--- src/rtl/color_centroid_if.sv ---
// Pixel stream in, centroid result out.
// Master side drives pixels; slave side is the centroid block.
interface color_centroid_if #(
    parameter int COLOR_WIDTH = 10,
    parameter int DISP_WIDTH  = 11
);
    logic                   enable;
    logic                   pix_valid;
    logic [COLOR_WIDTH-1:0] r_in;
    logic [COLOR_WIDTH-1:0] g_in;
    logic [COLOR_WIDTH-1:0] b_in;
    logic [DISP_WIDTH-1:0]  x_pos;
    logic [DISP_WIDTH-1:0]  y_pos;
    logic                   frame_end;
    logic [DISP_WIDTH-1:0]  x_obj;
    logic [DISP_WIDTH-1:0]  y_obj;
    logic                   obj_found;
    logic                   obj_valid;
    logic                   busy;
    logic                   overrun;

    modport master (
        output enable, pix_valid, r_in, g_in, b_in,
        output x_pos, y_pos, frame_end,
        input  x_obj, y_obj, obj_found, obj_valid,
        input  busy, overrun
    );

    modport slave (
        input  enable, pix_valid, r_in, g_in, b_in,
        input  x_pos, y_pos, frame_end,
        output x_obj, y_obj, obj_found, obj_valid,
        output busy, overrun
    );
endinterface

--- src/rtl/color_centroid.sv ---
// Colour-keyed pixel accumulator with per-frame centroid
// computed by one shared restoring divider (x then y).
module color_centroid #(
    parameter int                     COLOR_WIDTH = 10,
    parameter int                     DISP_WIDTH  = 11,
    parameter logic [COLOR_WIDTH-1:0] R_MIN       = 10'd600,
    parameter logic [COLOR_WIDTH-1:0] GB_MAX      = 10'd300,
    parameter int                     MIN_PIXELS  = 16,
    parameter int                     CNT_WIDTH   = 2*DISP_WIDTH,
    parameter int                     SUM_WIDTH   = 3*DISP_WIDTH
) (
    input logic        clk,
    input logic        aresetn,
    color_centroid_if.slave bus
);
    localparam int BW = $clog2(SUM_WIDTH);
    localparam logic [CNT_WIDTH-1:0] MIN_P = CNT_WIDTH'(MIN_PIXELS);
    localparam logic [BW-1:0] LAST_BIT = BW'(SUM_WIDTH-1);

    typedef enum logic [2:0] {
        IDLE, DIV_X, DIV_Y, UPDATE, REPORT_NONE
    } state_t;

    state_t                state;
    logic [SUM_WIDTH-1:0]  sum_x, sum_y, nx, ny;
    logic [CNT_WIDTH-1:0]  cnt, ncnt, div_d;
    logic [SUM_WIDTH-1:0]  snap_y, quo, rem;
    logic [SUM_WIDTH-1:0]  quo_nx, rem_nx, diff, div_ext;
    logic [SUM_WIDTH:0]    rem_sh;
    logic [DISP_WIDTH-1:0] qx;
    logic [BW-1:0]         bit_cnt;
    logic                  hit, q_bit, last;

    always_comb begin
        hit = bus.pix_valid && bus.enable
            && (bus.r_in > R_MIN)
            && (bus.g_in < GB_MAX)
            && (bus.b_in < GB_MAX);
        nx   = sum_x + (hit ? SUM_WIDTH'(bus.x_pos) : '0);
        ny   = sum_y + (hit ? SUM_WIDTH'(bus.y_pos) : '0);
        ncnt = cnt + (hit ? CNT_WIDTH'(1) : '0);
        // remainder stays below the divisor, so SUM_WIDTH bits suffice
        div_ext = SUM_WIDTH'(div_d);
        rem_sh  = {rem, quo[SUM_WIDTH-1]};
        q_bit   = rem_sh >= {1'b0, div_ext};
        diff    = rem_sh[SUM_WIDTH-1:0] - div_ext;
        rem_nx  = q_bit ? diff : rem_sh[SUM_WIDTH-1:0];
        quo_nx  = {quo[SUM_WIDTH-2:0], q_bit};
        last    = bit_cnt == LAST_BIT;
    end

    // frame_end always restarts the accumulators, even on overrun
    always_ff @(posedge clk or negedge aresetn) begin
        if (!aresetn) begin
            sum_x <= '0;
            sum_y <= '0;
            cnt   <= '0;
        end else if (bus.frame_end) begin
            sum_x <= '0;
            sum_y <= '0;
            cnt   <= '0;
        end else begin
            sum_x <= nx;
            sum_y <= ny;
            cnt   <= ncnt;
        end
    end

    always_ff @(posedge clk or negedge aresetn) begin
        if (!aresetn) begin
            state         <= IDLE;
            quo           <= '0;
            rem           <= '0;
            snap_y        <= '0;
            div_d         <= '0;
            qx            <= '0;
            bit_cnt       <= '0;
            bus.x_obj     <= '0;
            bus.y_obj     <= '0;
            bus.obj_found <= 1'b0;
            bus.obj_valid <= 1'b0;
            bus.busy      <= 1'b0;
            bus.overrun   <= 1'b0;
        end else begin
            bus.obj_valid <= 1'b0;
            bus.overrun   <= bus.frame_end && (state != IDLE);
            unique case (state)
                IDLE: begin
                    if (bus.frame_end) begin
                        if (ncnt < MIN_P) begin
                            state <= REPORT_NONE;
                        end else begin
                            quo      <= nx;
                            snap_y   <= ny;
                            div_d    <= ncnt;
                            rem      <= '0;
                            bit_cnt  <= '0;
                            bus.busy <= 1'b1;
                            state    <= DIV_X;
                        end
                    end
                end
                DIV_X: begin
                    quo     <= quo_nx;
                    rem     <= rem_nx;
                    bit_cnt <= bit_cnt + BW'(1);
                    if (last) begin
                        qx      <= quo_nx[DISP_WIDTH-1:0];
                        quo     <= snap_y;
                        rem     <= '0;
                        bit_cnt <= '0;
                        state   <= DIV_Y;
                    end
                end
                DIV_Y: begin
                    quo     <= quo_nx;
                    rem     <= rem_nx;
                    bit_cnt <= bit_cnt + BW'(1);
                    if (last) state <= UPDATE;
                end
                UPDATE: begin
                    bus.x_obj     <= qx;
                    bus.y_obj     <= quo[DISP_WIDTH-1:0];
                    bus.obj_found <= 1'b1;
                    bus.obj_valid <= 1'b1;
                    bus.busy      <= 1'b0;
                    state         <= IDLE;
                end
                REPORT_NONE: begin
                    bus.obj_found <= 1'b0;
                    bus.obj_valid <= 1'b1;
                    state         <= IDLE;
                end
                default: state <= IDLE;
            endcase
        end
    end
endmodule

--- src/flat_wrapper.sv ---
// flat-port wrapper written by rule: the top's interface ports become plain ports
module color_centroid_flat 
#(
    parameter int                     COLOR_WIDTH = 10,
    parameter int                     DISP_WIDTH  = 11,
    parameter logic [COLOR_WIDTH-1:0] R_MIN       = 10'd600,
    parameter logic [COLOR_WIDTH-1:0] GB_MAX      = 10'd300,
    parameter int                     MIN_PIXELS  = 16,
    parameter int                     CNT_WIDTH   = 2*DISP_WIDTH,
    parameter int                     SUM_WIDTH   = 3*DISP_WIDTH
)
  (clk, aresetn, bus_enable, bus_pix_valid, bus_r_in, bus_g_in, bus_b_in, bus_x_pos, bus_y_pos, bus_frame_end, bus_x_obj, bus_y_obj, bus_obj_found, bus_obj_valid, bus_busy, bus_overrun);
  color_centroid_if #(.COLOR_WIDTH(COLOR_WIDTH), .DISP_WIDTH(DISP_WIDTH)) bus_i ();
  input logic clk;
  input logic aresetn;
  input wire logic [$bits(bus_i.enable)-1:0] bus_enable;
  input wire logic [$bits(bus_i.pix_valid)-1:0] bus_pix_valid;
  input wire logic [$bits(bus_i.r_in)-1:0] bus_r_in;
  input wire logic [$bits(bus_i.g_in)-1:0] bus_g_in;
  input wire logic [$bits(bus_i.b_in)-1:0] bus_b_in;
  input wire logic [$bits(bus_i.x_pos)-1:0] bus_x_pos;
  input wire logic [$bits(bus_i.y_pos)-1:0] bus_y_pos;
  input wire logic [$bits(bus_i.frame_end)-1:0] bus_frame_end;
  output wire logic [$bits(bus_i.x_obj)-1:0] bus_x_obj;
  output wire logic [$bits(bus_i.y_obj)-1:0] bus_y_obj;
  output wire logic [$bits(bus_i.obj_found)-1:0] bus_obj_found;
  output wire logic [$bits(bus_i.obj_valid)-1:0] bus_obj_valid;
  output wire logic [$bits(bus_i.busy)-1:0] bus_busy;
  output wire logic [$bits(bus_i.overrun)-1:0] bus_overrun;
  assign bus_i.enable = bus_enable;
  assign bus_i.pix_valid = bus_pix_valid;
  assign bus_i.r_in = bus_r_in;
  assign bus_i.g_in = bus_g_in;
  assign bus_i.b_in = bus_b_in;
  assign bus_i.x_pos = bus_x_pos;
  assign bus_i.y_pos = bus_y_pos;
  assign bus_i.frame_end = bus_frame_end;
  assign bus_x_obj = bus_i.x_obj;
  assign bus_y_obj = bus_i.y_obj;
  assign bus_obj_found = bus_i.obj_found;
  assign bus_obj_valid = bus_i.obj_valid;
  assign bus_busy = bus_i.busy;
  assign bus_overrun = bus_i.overrun;
  color_centroid #(.COLOR_WIDTH(COLOR_WIDTH), .DISP_WIDTH(DISP_WIDTH), .R_MIN(R_MIN), .GB_MAX(GB_MAX), .MIN_PIXELS(MIN_PIXELS), .CNT_WIDTH(CNT_WIDTH), .SUM_WIDTH(SUM_WIDTH)) u_core (.clk(clk), .aresetn(aresetn), .bus(bus_i));
endmodule
--- config.mk ---
export PLATFORM = sky130hd
export DESIGN_NAME = color_centroid_flat
export DESIGN_NICKNAME = d
export VERILOG_FILES = /design/src/rtl/color_centroid_if.sv /design/src/rtl/color_centroid.sv /design/src/flat_wrapper.sv
export SDC_FILE = /design/constraint.sdc
export NUM_CORES = 1
export LEC_CHECK = 0
export CAP_MARGIN = 0
export CORE_MARGIN = 4
export CORE_UTILIZATION = 40
export CTS_BUF_LIST = sky130_fd_sc_hd__clkbuf_8
export DETAILED_ROUTE_END_ITERATION = 16
export PLACE_DENSITY_LB_ADDON = 0.12
export SKIP_CTS_REPAIR_TIMING = 1
export SKIP_LAST_GASP = 1
export SYNTH_ARGS = -nofsm -noshare
export SYNTH_HDL_FRONTEND = slang
export SYNTH_SLANG_ARGS = --single-unit
export TNS_END_PERCENT = 30
--- constraint.sdc ---
create_clock -name clk -period 2.9 [get_ports clk]
set_input_delay 0.29 -clock clk [delete_from_list [all_inputs] [get_ports clk]]
set_output_delay 0.29 -clock clk [all_outputs]
set_load 0.005 [all_outputs]
==> results.json, run 1 <==
{
  "cts_tree": "done",
  "worst_hold_slack_ps": 144.6,
  "yosys.cell_types.count": 76,
  "clock-skew-final_ps": 17.28,
  "synthArstFlopShare": 1.000,
  "multi_input_area_sq_mm": 0.007818,
  "clock_sinks": 255,
  "rows": 67,
  "r2r_slack_ps": -280,
  "areaGrowthSynthToFinish_pct": 35.18,
  "violations": "setup timing",
  "grt_overflow": 0,
  "avgViaCountPerCell": 5.429,
  "cap_violations": 0,
  "die_h_um": 193.6,
  "start_util": 0.4079,
  "setup_slack_ps": -393.5,
  "dr_wl_met3_mm": 1.992,
  "routed-wl-met2_mm": 17.95,
  "dp_hpwl_mm": 26.15,
  "fin_crit_sh": 1.136,
  "core_area_sq_mm": 0.03378,
  "drt_iter0_drc": 643,
  "die_w_um": 193.6,
  "grt_pass1_wl_mm": 60.78,
  "netlist_instances": 1439,
  "clock_tree.root_cell": "clkbuf_8",
  "hold_viol_final": 0,
  "dieArea_sq_mm": 0.03749,
  "yosysWarnings": 0,
  "num_io_pins": 83,
  "tritoncts.num_buffers": 47,
  "grt_util_all_layers": 0.1953,
  "path_clk_slew_ps": 60,
  "worst_ep_required_time_ps": 3380,
  "post_drt_wl_per_cell_um": 18.16,
  "drt_wl_total_mm": 39.38,
  "r2r-start": "u_core.div_d[0]$_DFFE_PN0P_",
  "first_global_vias": 11368,
  "wl_met1_mm": 18.66,
  "grt_max_degree": 92,
  "leakagePower_nw": 8.464,
  "cp-end-kind": "flip-flop",
  "period_needed_ps": 3293,
  "rsz0062_at_grt": "yes",
  "port_buffers": 78,
  "antenna_cells": 0,
  "num_vias": 11776,
  "place_ws_ps": -1247,
  "top_layer_used": "met4",
  "clockBufferDepth": 3,
  "ff2ff_path_depth": 12,
  "min_path_type": "in2reg",
  "crit_fanout": 8,
  "fmax_ghz": 0.3036,
  "postRouteAntennaNets": 0,
  "register_area_sq_mm": 0.006381,
  "cp.arrival_ps": 3780,
  "ys_ff_latch": 255,
  "antenna_found_initial": 0,
  "drv_slew": 0,
  "dr.pass1.iters": 5,
  "setup-violations-final": 156,
  "n_fill_cell": 2956,
  "drcViolationCount": 0,
  "startpoint_type": "input port",
  "power_density_mw_per_mm2": 650.2,
  "relSlewSlack": 0.4919,
  "synth-edff-count": 0,
  "yosysSeqAreaShare": 0.4630,
  "crit_type": "in2reg",
  "cts-htree-levels": 2,
  "ir_drop_mv": 0.3868,
  "cp-startpoint": "bus_g_in[2]",
  "worst_pin_slew_ps": 762.2,
  "synth_area_per_cell_sq_um": 9.577,
  "syn_nets": 1547,
  "synth_top_flop_cell": "dfrtp_1",
  "clk_latency_ps": 610,
  "status": "complete, but fails checks",
  "total_power_w": 0.01211,
  "endpoint": "u_core.div_d[0]$_DFFE_PN0P_",
  "syn_area_sq_mm": 0.01378,
  "tns_ps": -31570,
  "r2r_end": "u_core.rem[18]$_DFFE_PN0P_",
  "gp_congestion": 0.8473,
  "nets": 1795,
  "drive_gt1_frac": 0.2760
}
==> per-layer routing <==
layer / GRT usage / up-vias
li1: - / 5670
met1: 0.2866 / 5808
met2: 0.2955 / 236
met3: 0.03823 / 62
met4: 0.05560 / 0
met5: 0 / -
==> flip-flops by register name (all words and copies together) (netlist names) <==
signal / flops
u_core.snap_y: 33
u_core.sum_y: 33
u_core.bus.obj_valid: 1
u_core.bus.overrun: 1
u_core.bus.obj_found: 1
u_core.cnt: 22
u_core.div_d: 22
u_core.rem: 33
u_core.quo: 33
u_core.bit_cnt: 6
u_core.state: 3
u_core.bus.busy: 1
u_core.qx: 11
u_core.sum_x: 33
u_core.bus.y_obj: 11
u_core.bus.x_obj: 11
==> area by class of cell <==
class	instances	area share
tap	448	0.03009
inverter	50	0.01007
clock inverter	25	0.008731
sequential	255	0.3425
multi-input combinational	1059	0.4196
timing repair buffer	274	0.1461
clock buffer	58	0.04285
==> where the power goes <==
group          switching, W  internal, W
registers          0.000574      0.00415
logic               0.00196      0.00185
clock network       0.00160      0.00198
total               0.00414      0.00798
==> stage by stage <==
stage               instances  cell area, sq um    util
global route             2169             18630  0.5515
CTS                      2127             17130  0.5069
finish                   2169             18630  0.5515
floorplan                1439             13900       -
detailed placement       2044             16170  0.4785
global placement         2044             16170  0.4785
==> worst max-delay path, cell delays in order <==
cell,delay (ps)
dlymetal6s2s_1,130
a21oi_2,170
nor2b_4,50
o31ai_1,180
nand4_1,180
a21oi_4,190
buf_6,120
ha_4,170
ha_4,140
nand4_1,260
o21ai_1,210
a21boi_1,90
mux2_4,260
and4b_2,280
buf_6,150
nor3_4,240
buf_12,170
buf_16,160
mux2_4,300
==> worst min path at each step <==
stage	startpoint	to	slack, ps	cells after the start
floorplan	aresetn	u_core.bit_cnt[0]$_DFFE_PN0P_	-6	0
global placement	aresetn	u_core.bus.x_obj[7]$_DFFE_PN0P_	370	1
detailed placement	aresetn	u_core.bus.x_obj[7]$_DFFE_PN0P_	370	1
CTS	aresetn	u_core.bus.x_obj[7]$_DFFE_PN0P_	-290	1
global route	bus_frame_end	u_core.sum_y[1]$_DFF_PN0_	120	2
finish	bus_frame_end	u_core.sum_y[1]$_DFF_PN0_	140	2
==> synth_stat cells, drive strengths merged, types with 40 or more instances <==
cell type / count / share of area
dfrtp: 255 / 0.46
nor2: 185 / 0.050
a21oi: 103 / 0.038
nand2: 88 / 0.024
o21ai: 75 / 0.027
xor2: 64 / 0.041
inv: 50 / 0.014
clkbuf: 49 / 0.013
ha: 48 / 0.044
nand3: 43 / 0.016
and2: 40 / 0.018
==> cells in the final DEF, fill, tap and decap left out, drive strengths merged, types with 20 or more instances in the layout <==
master           n
nand3           43
clkdlybuf4s50   55
nor3            23
xnor2           37
o31ai           20
dfrtp          255
clkbuf          68
ha              48
xor2            64
mux2            37
and2            40
inv             66
buf            190
nor2           185
nand4           37
nand2           88
o21ai           75
a21oi          103
==> cell families after synthesis <==
family                     after synthesis  synth area share
muxes                                   43           0.03459
xor gates and xnor gates               101           0.06419
buffers and inverters                  126           0.03849
and+or+nand+nor                        493            0.1759
DFF                                    255            0.4630
AOI/OAI and AO/OA                      370            0.1759
adders and majority gates               51           0.04794
No activity file was read; power rests on OpenSTA's default activity.
==> inputs of run 2 (changes only) <==
==> constraint.sdc (replaced) <==
create_clock -name clk -period 3.3 [get_ports clk]
set_input_delay 0.33 -clock clk [delete_from_list [all_inputs] [get_ports clk]]
set_output_delay 0.33 -clock clk [all_outputs]
set_load 0.005 [all_outputs]
==> results.json, run 2 (synthesis gave the netlist of run 1 again) <==
{
  "cap_violations": 0,
  "status": "complete, but fails checks",
  "hold_viol_final": 0,
  "startpoint_type": "input port",
  "drcViolationCount": 0,
  "cp-end-kind": "flip-flop",
  "total_power_w": 0.01040,
  "gp_congestion": 0.8540,
  "post-route-util": 0.5253,
  "relSlewSlack": 0.3616,
  "clock_sinks": 255,
  "ir_drop_mv": 0.3302,
  "pwr-share-seq": 0.399,
  "path_clk_slew_ps": 60,
  "start_util": 0.4079,
  "path_cells": "clkdlybuf4s50_1, o311a_1, o21ai_2, a21oi_4, buf_6, ha_4, ha_4, nand4_1, o21ai_1, a21boi_1, mux2_4, and4b_2, buf_6, nor3_4, buf_12, clkbuf_16, mux2_4",
  "p_comb_frac": 0.292,
  "switching_share": 0.3326,
  "clockBufferDepth": 3,
  "fmax_ghz": 0.3025,
  "critPathSlowestCell": "clkdlybuf4s50_1",
  "cts-htree-levels": 2,
  "min_path_type": "in2reg",
  "crit_fanout": 6,
  "cts_tree": "done",
  "worst_pin_slew_ps": 955.3,
  "p_sw_w": 0.003460,
  "num_vias": 11537,
  "grt_pass1_wl_mm": 59.63,
  "worst_ep_required_time_ps": 3760,
  "post_drt_wl_per_cell_um": 17.58,
  "intPower_w": 0.006942,
  "final_cell_mix": "dfrtp_1, nor2_1, buf_4",
  "crit_type": "in2reg",
  "die_h_um": 193.6,
  "drt_wl_total_mm": 37.41,
  "final_common_cell": "dfrtp_1",
  "clock-skew-final_ps": 19.70,
  "antenna_cells": 0,
  "fin_crit_sh": 1.002,
  "setup_slack_ps": -6.221,
  "port_buffers": 78,
  "violations": "setup timing",
  "dp_cells": 2019,
  "rsz0062_at_grt": "yes",
  "die_w_um": 193.6,
  "antenna_found_initial": 0,
  "nets": 1754,
  "setup-violations-final": 2,
  "p_clk_frac": 0.309,
  "dr.pass1.iters": 5,
  "core_area_sq_mm": 0.03378,
  "rows": 67,
  "postRouteAntennaNets": 0,
  "leakagePower_nw": 8.110,
  "path_buf_inv": 5,
  "num_io_pins": 83,
  "clk_latency_ps": 580,
  "drv_slew": 0,
  "areaGrowthSynthToFinish_pct": 28.76,
  "grt_overflow": 0,
  "dieArea_sq_mm": 0.03749,
  "avgViaCountPerCell": 5.422,
  "power_density_mw_per_mm2": 586.2,
  "tritoncts.num_buffers": 47,
  "period_needed_ps": 3306,
  "finalNonFillerCells": 2128,
  "grt_util_all_layers": 0.1891,
  "drive_gt1_frac": 0.2155,
  "grt_max_degree": 82,
  "drt_iter0_drc": 856,
  "cp_top_family": "buffers and inverters",
  "clock_tree.root_cell": "clkbuf_8",
  "max_stage_delay_ps": 480,
  "first_global_vias": 11316,
  "cp.arrival_ps": 3770,
  "dp_hpwl_mm": 25.70
}
## run 2: changes by cell type in the layout (fill, tap and decap cells not counted), moves of 8 or more
cell / previous run / this run
ha_4: 12 / 4
xor2_1: 46 / 59
and2_1: 28 / 37
buf_4: 145 / 120
buf_6: 26 / 12
a21oi_1: 72 / 86
and2_4: 10 / 1
nor2_1: 157 / 171
a21oi_2: 28 / 15
ha_1: 34 / 43
nor2_2: 15 / 4
xor2_2: 17 / 5
## run 2: worst register-to-register path, delay by kind of cell, from the launching register on
kind            cells  cell delay (ps)
flops               1              390
buf+inv             3              290
compound gates      5             1510
simple gates        3              320
fa+ha+maj           2              570
## run 2: final timing paths
check / startpoint / cells after the start / slack [ps] / endpoint
min reg2reg: u_core.bit_cnt[5]$_DFFE_PN0P_ / 1 / 480 / u_core.bit_cnt[5]$_DFFE_PN0P_
max reg2reg: u_core.quo[32]$_DFFE_PN0P_ / 13 / 80 / u_core.rem[24]$_DFFE_PN0P_
max in group asynchronous: aresetn / 3 / 2150 / u_core.snap_y[26]$_DFFE_PN0P_
min: bus_frame_end / 2 / 100 / u_core.sum_x[4]$_DFF_PN0_
min in group asynchronous: aresetn / 2 / 330 / u_core.sum_x[0]$_DFF_PN0_
max: bus_r_in[3] / 17 / -6 / u_core.div_d[0]$_DFFE_PN0P_
## run 2: cell type report
type / count / area (sq um)
sequential: 255 / 6381
multi-input combinational: 1058 / 7288
inverter: 50 / 187.7
timing repair buffer: 234 / 2320
clock inverter: 23 / 182.7
clock buffer: 60 / 825.8
tap: 448 / 560.5
fill: 3113 / 16040
## run 2: layer usage
metal	share of wire	global-route usage	vias to the layer above
met5	0	0	-
li1	-	-	5586
met3	0.049	0.03023	63
met1	0.48	0.2840	5610
met2	0.44	0.2852	278
met4	0.023	0.05088	0
## run 2: metrics by stage
step	hold WS (ps)	TNS, ps	cell area, sq um	worst slack, ps
finish	95.72	-8.924	17750	-6.221
global placement	344.8	-123610	15980	-897.0
CTS	-270.4	-24920	16990	-341.0
floorplan	34.41	-8083	13900	-172.3
detailed placement	349.0	-131580	15980	-937.6
global route	64.93	-3905	17750	-122.8
## run 2: power by group through the flow
stage | clock, W | sequential (W) | combinational (W)
2_1_floorplan | 0 | 0.00399 | 0.00226
3_3_place_gp | 0 | 0.00417 | 0.00297
3_5_place_dp | 0 | 0.00418 | 0.00299
4_1_cts | 0.00332 | 0.00413 | 0.00301
5_1_grt | 0.00348 | 0.00423 | 0.00343
6_report | 0.00322 | 0.00415 | 0.00304
==> inputs of run 3 (changes only) <==
--- a/config.mk
+++ b/config.mk
@@ -5,8 +5,7 @@
 export SDC_FILE = /design/constraint.sdc
 export NUM_CORES = 1
 export LEC_CHECK = 0
-export CAP_MARGIN = 0
-export CORE_MARGIN = 4
+export CORE_MARGIN = 2
 export CORE_UTILIZATION = 40
 export CTS_BUF_LIST = sky130_fd_sc_hd__clkbuf_8
 export DETAILED_ROUTE_END_ITERATION = 16
==> results.json, run 3 (synthesis gave the netlist of run 1 again) <==
{
  "status": "complete, but fails checks",
  "violations": "setup timing",
  "drcViolationCount": 0,
  "final_area_sq_mm": 0.01773,
  "num_vias": 11562,
  "relSlewSlack": 0.3460,
  "clock_tree.root_cell": "clkbuf_8",
  "crit_fanout": 6,
  "min_from": "bus_frame_end",
  "power_density_mw_per_mm2": 571.4,
  "ir_drop_mv": 0.3142,
  "cts-htree-levels": 2,
  "top_layer_used": "met4",
  "port_buffers": 78,
  "leakagePower_nw": 8.042,
  "gp_congestion": 0.8555,
  "fmax_ghz": 0.3016,
  "avgViaCountPerCell": 5.480,
  "start_util": 0.4090,
  "rows": 67,
  "critPathSlowestCell": "mux2_2",
  "setup_slack_ps": -15.13,
  "path_cells": "buf_6, a21oi_4, nor2b_4, o31ai_2, nand4_1, a21oi_4, buf_12, ha_4, ha_4, and4_4, buf_6, nand3_2, xor2_2, o2111a_1, and4b_2, buf_6, nor3_4, buf_6, clkbuf_16, mux2_2",
  "grt_util_all_layers": 0.2062,
  "cp_top_family": "simple AND/OR/NAND/NOR gates",
  "cpMostUsedCell": "buf_6",
  "grt_max_degree": 92,
  "r2r_slack_ps": 130,
  "clockBufferDepth": 3,
  "num_io_pins": 83,
  "nets": 1745,
  "setup-violations-final": 1,
  "dr.pass1.iters": 5,
  "die_h_um": 189.6,
  "postRouteAntennaNets": 0,
  "drv_slew": 0,
  "post_dp_cell_area_sq_mm": 0.01594,
  "drt_wl_total_mm": 37.83,
  "whs_endpoint": "u_core.state[2]$_DFFE_PN0P_",
  "final_common_cell": "dfrtp_1",
  "drt_iter0_drc": 769,
  "post-route-util": 0.5261,
  "cap_violations": 0,
  "core_area_sq_mm": 0.03370,
  "total_power_w": 0.01013,
  "dp_cells": 2016,
  "antenna_cells": 0,
  "antenna_found_initial": 0,
  "cp.arrival_ps": 3780,
  "r2r_end": "u_core.rem[32]$_DFFE_PN0P_",
  "final_cell_mix": "dfrtp_1, nor2_1, buf_4",
  "tns_ps": -15.13,
  "first_global_vias": 11423,
  "clk_latency_ps": 580,
  "die_w_um": 189.6,
  "cts_tree": "done",
  "max_stage_delay_ps": 330,
  "clock_sinks": 255,
  "worst_pin_slew_ps": 981.0,
  "dp_hpwl_mm": 25.45,
  "grt_pass1_wl_mm": 60.22,
  "post_drt_wl_per_cell_um": 17.93,
  "period_needed_ps": 3315,
  "worst_ep_required_time_ps": 3760,
  "wl_met1_mm": 18.33,
  "hold_path_depth": 2,
  "dr_wl_met3_mm": 1.676,
  "areaGrowthSynthToFinish_pct": 28.64,
  "fin_crit_sh": 1.005,
  "n_fill_cell": 3064,
  "dieArea_sq_mm": 0.03596,
  "ff2ff_path_depth": 13,
  "routed-wl-met2_mm": 17.02,
  "grt_overflow": 0,
  "finalNonFillerCells": 2110,
  "tritoncts.num_buffers": 44,
  "cp-end-kind": "flip-flop",
  "crit_type": "in2reg",
  "startpoint_type": "input port",
  "path_buf_inv": 6,
  "clock-skew-final_ps": 23.69,
  "path_clk_slew_ps": 60,
  "min_path_type": "in2reg",
  "r2r-start": "u_core.quo[32]$_DFFE_PN0P_",
  "drive_gt1_frac": 0.2196,
  "rsz0062_at_grt": "yes",
  "hold_viol_final": 0
}
run 3: cell type report:
type | instances | area, sq um | area share
multi-input cells | 1058 | 7438 | 0.4195
repair buffers | 228 | 2332 | 0.1315
inverters | 50 | 187.7 | 0.01059
flip-flops and latches | 255 | 6381 | 0.3599
clock buffers | 50 | 688.2 | 0.03881
well taps | 448 | 560.5 | 0.03162
clock inverters | 21 | 141.4 | 0.007975
run 3: per-stage QoR:
stage	hold WS, ps	worst slack (ps)
3_5_place_dp	416.9	-935.4
6_report	62.44	-15.13
3_3_place_gp	410.3	-851.9
4_1_cts	-230.1	-318.9
5_1_grt	40.00	-165.9
2_1_floorplan	34.41	-172.3
run 3: how the worst max path moves through the flow:
| stage | start | endpoint | slack (ps) | cells past startpoint |
|---|---|---|---|---|
| 5_1_grt | bus_b_in[2] | u_core.snap_y[23]$_DFFE_PN0P_ | -170 | 22 |
| 3_3_place_gp | bus_g_in[3] | u_core.quo[24]$_DFFE_PN0P_ | -850 | 18 |
| 3_5_place_dp | bus_b_in[3] | u_core.quo[28]$_DFFE_PN0P_ | -940 | 19 |
| 6_report | bus_b_in[3] | u_core.div_d[0]$_DFFE_PN0P_ | -20 | 20 |
| 2_1_floorplan | bus_g_in[3] | u_core.snap_y[6]$_DFFE_PN0P_ | -170 | 18 |
| 4_1_cts | bus_b_in[3] | u_core.quo[28]$_DFFE_PN0P_ | -320 | 19 |
run 3: metal layers:
metal	track usage	up-vias
met5	0	-
met4	0.05814	0
met3	0.03652	69
met2	0.3236	226
met1	0.2933	5693
li1	-	5574
run 3: report_power, final:
group / switching, W / internal (W) / total, W
logic: 0.00165 / 0.00150 / 0.00316
registers: 0.000513 / 0.00365 / 0.00416
clock network: 0.00129 / 0.00152 / 0.00281
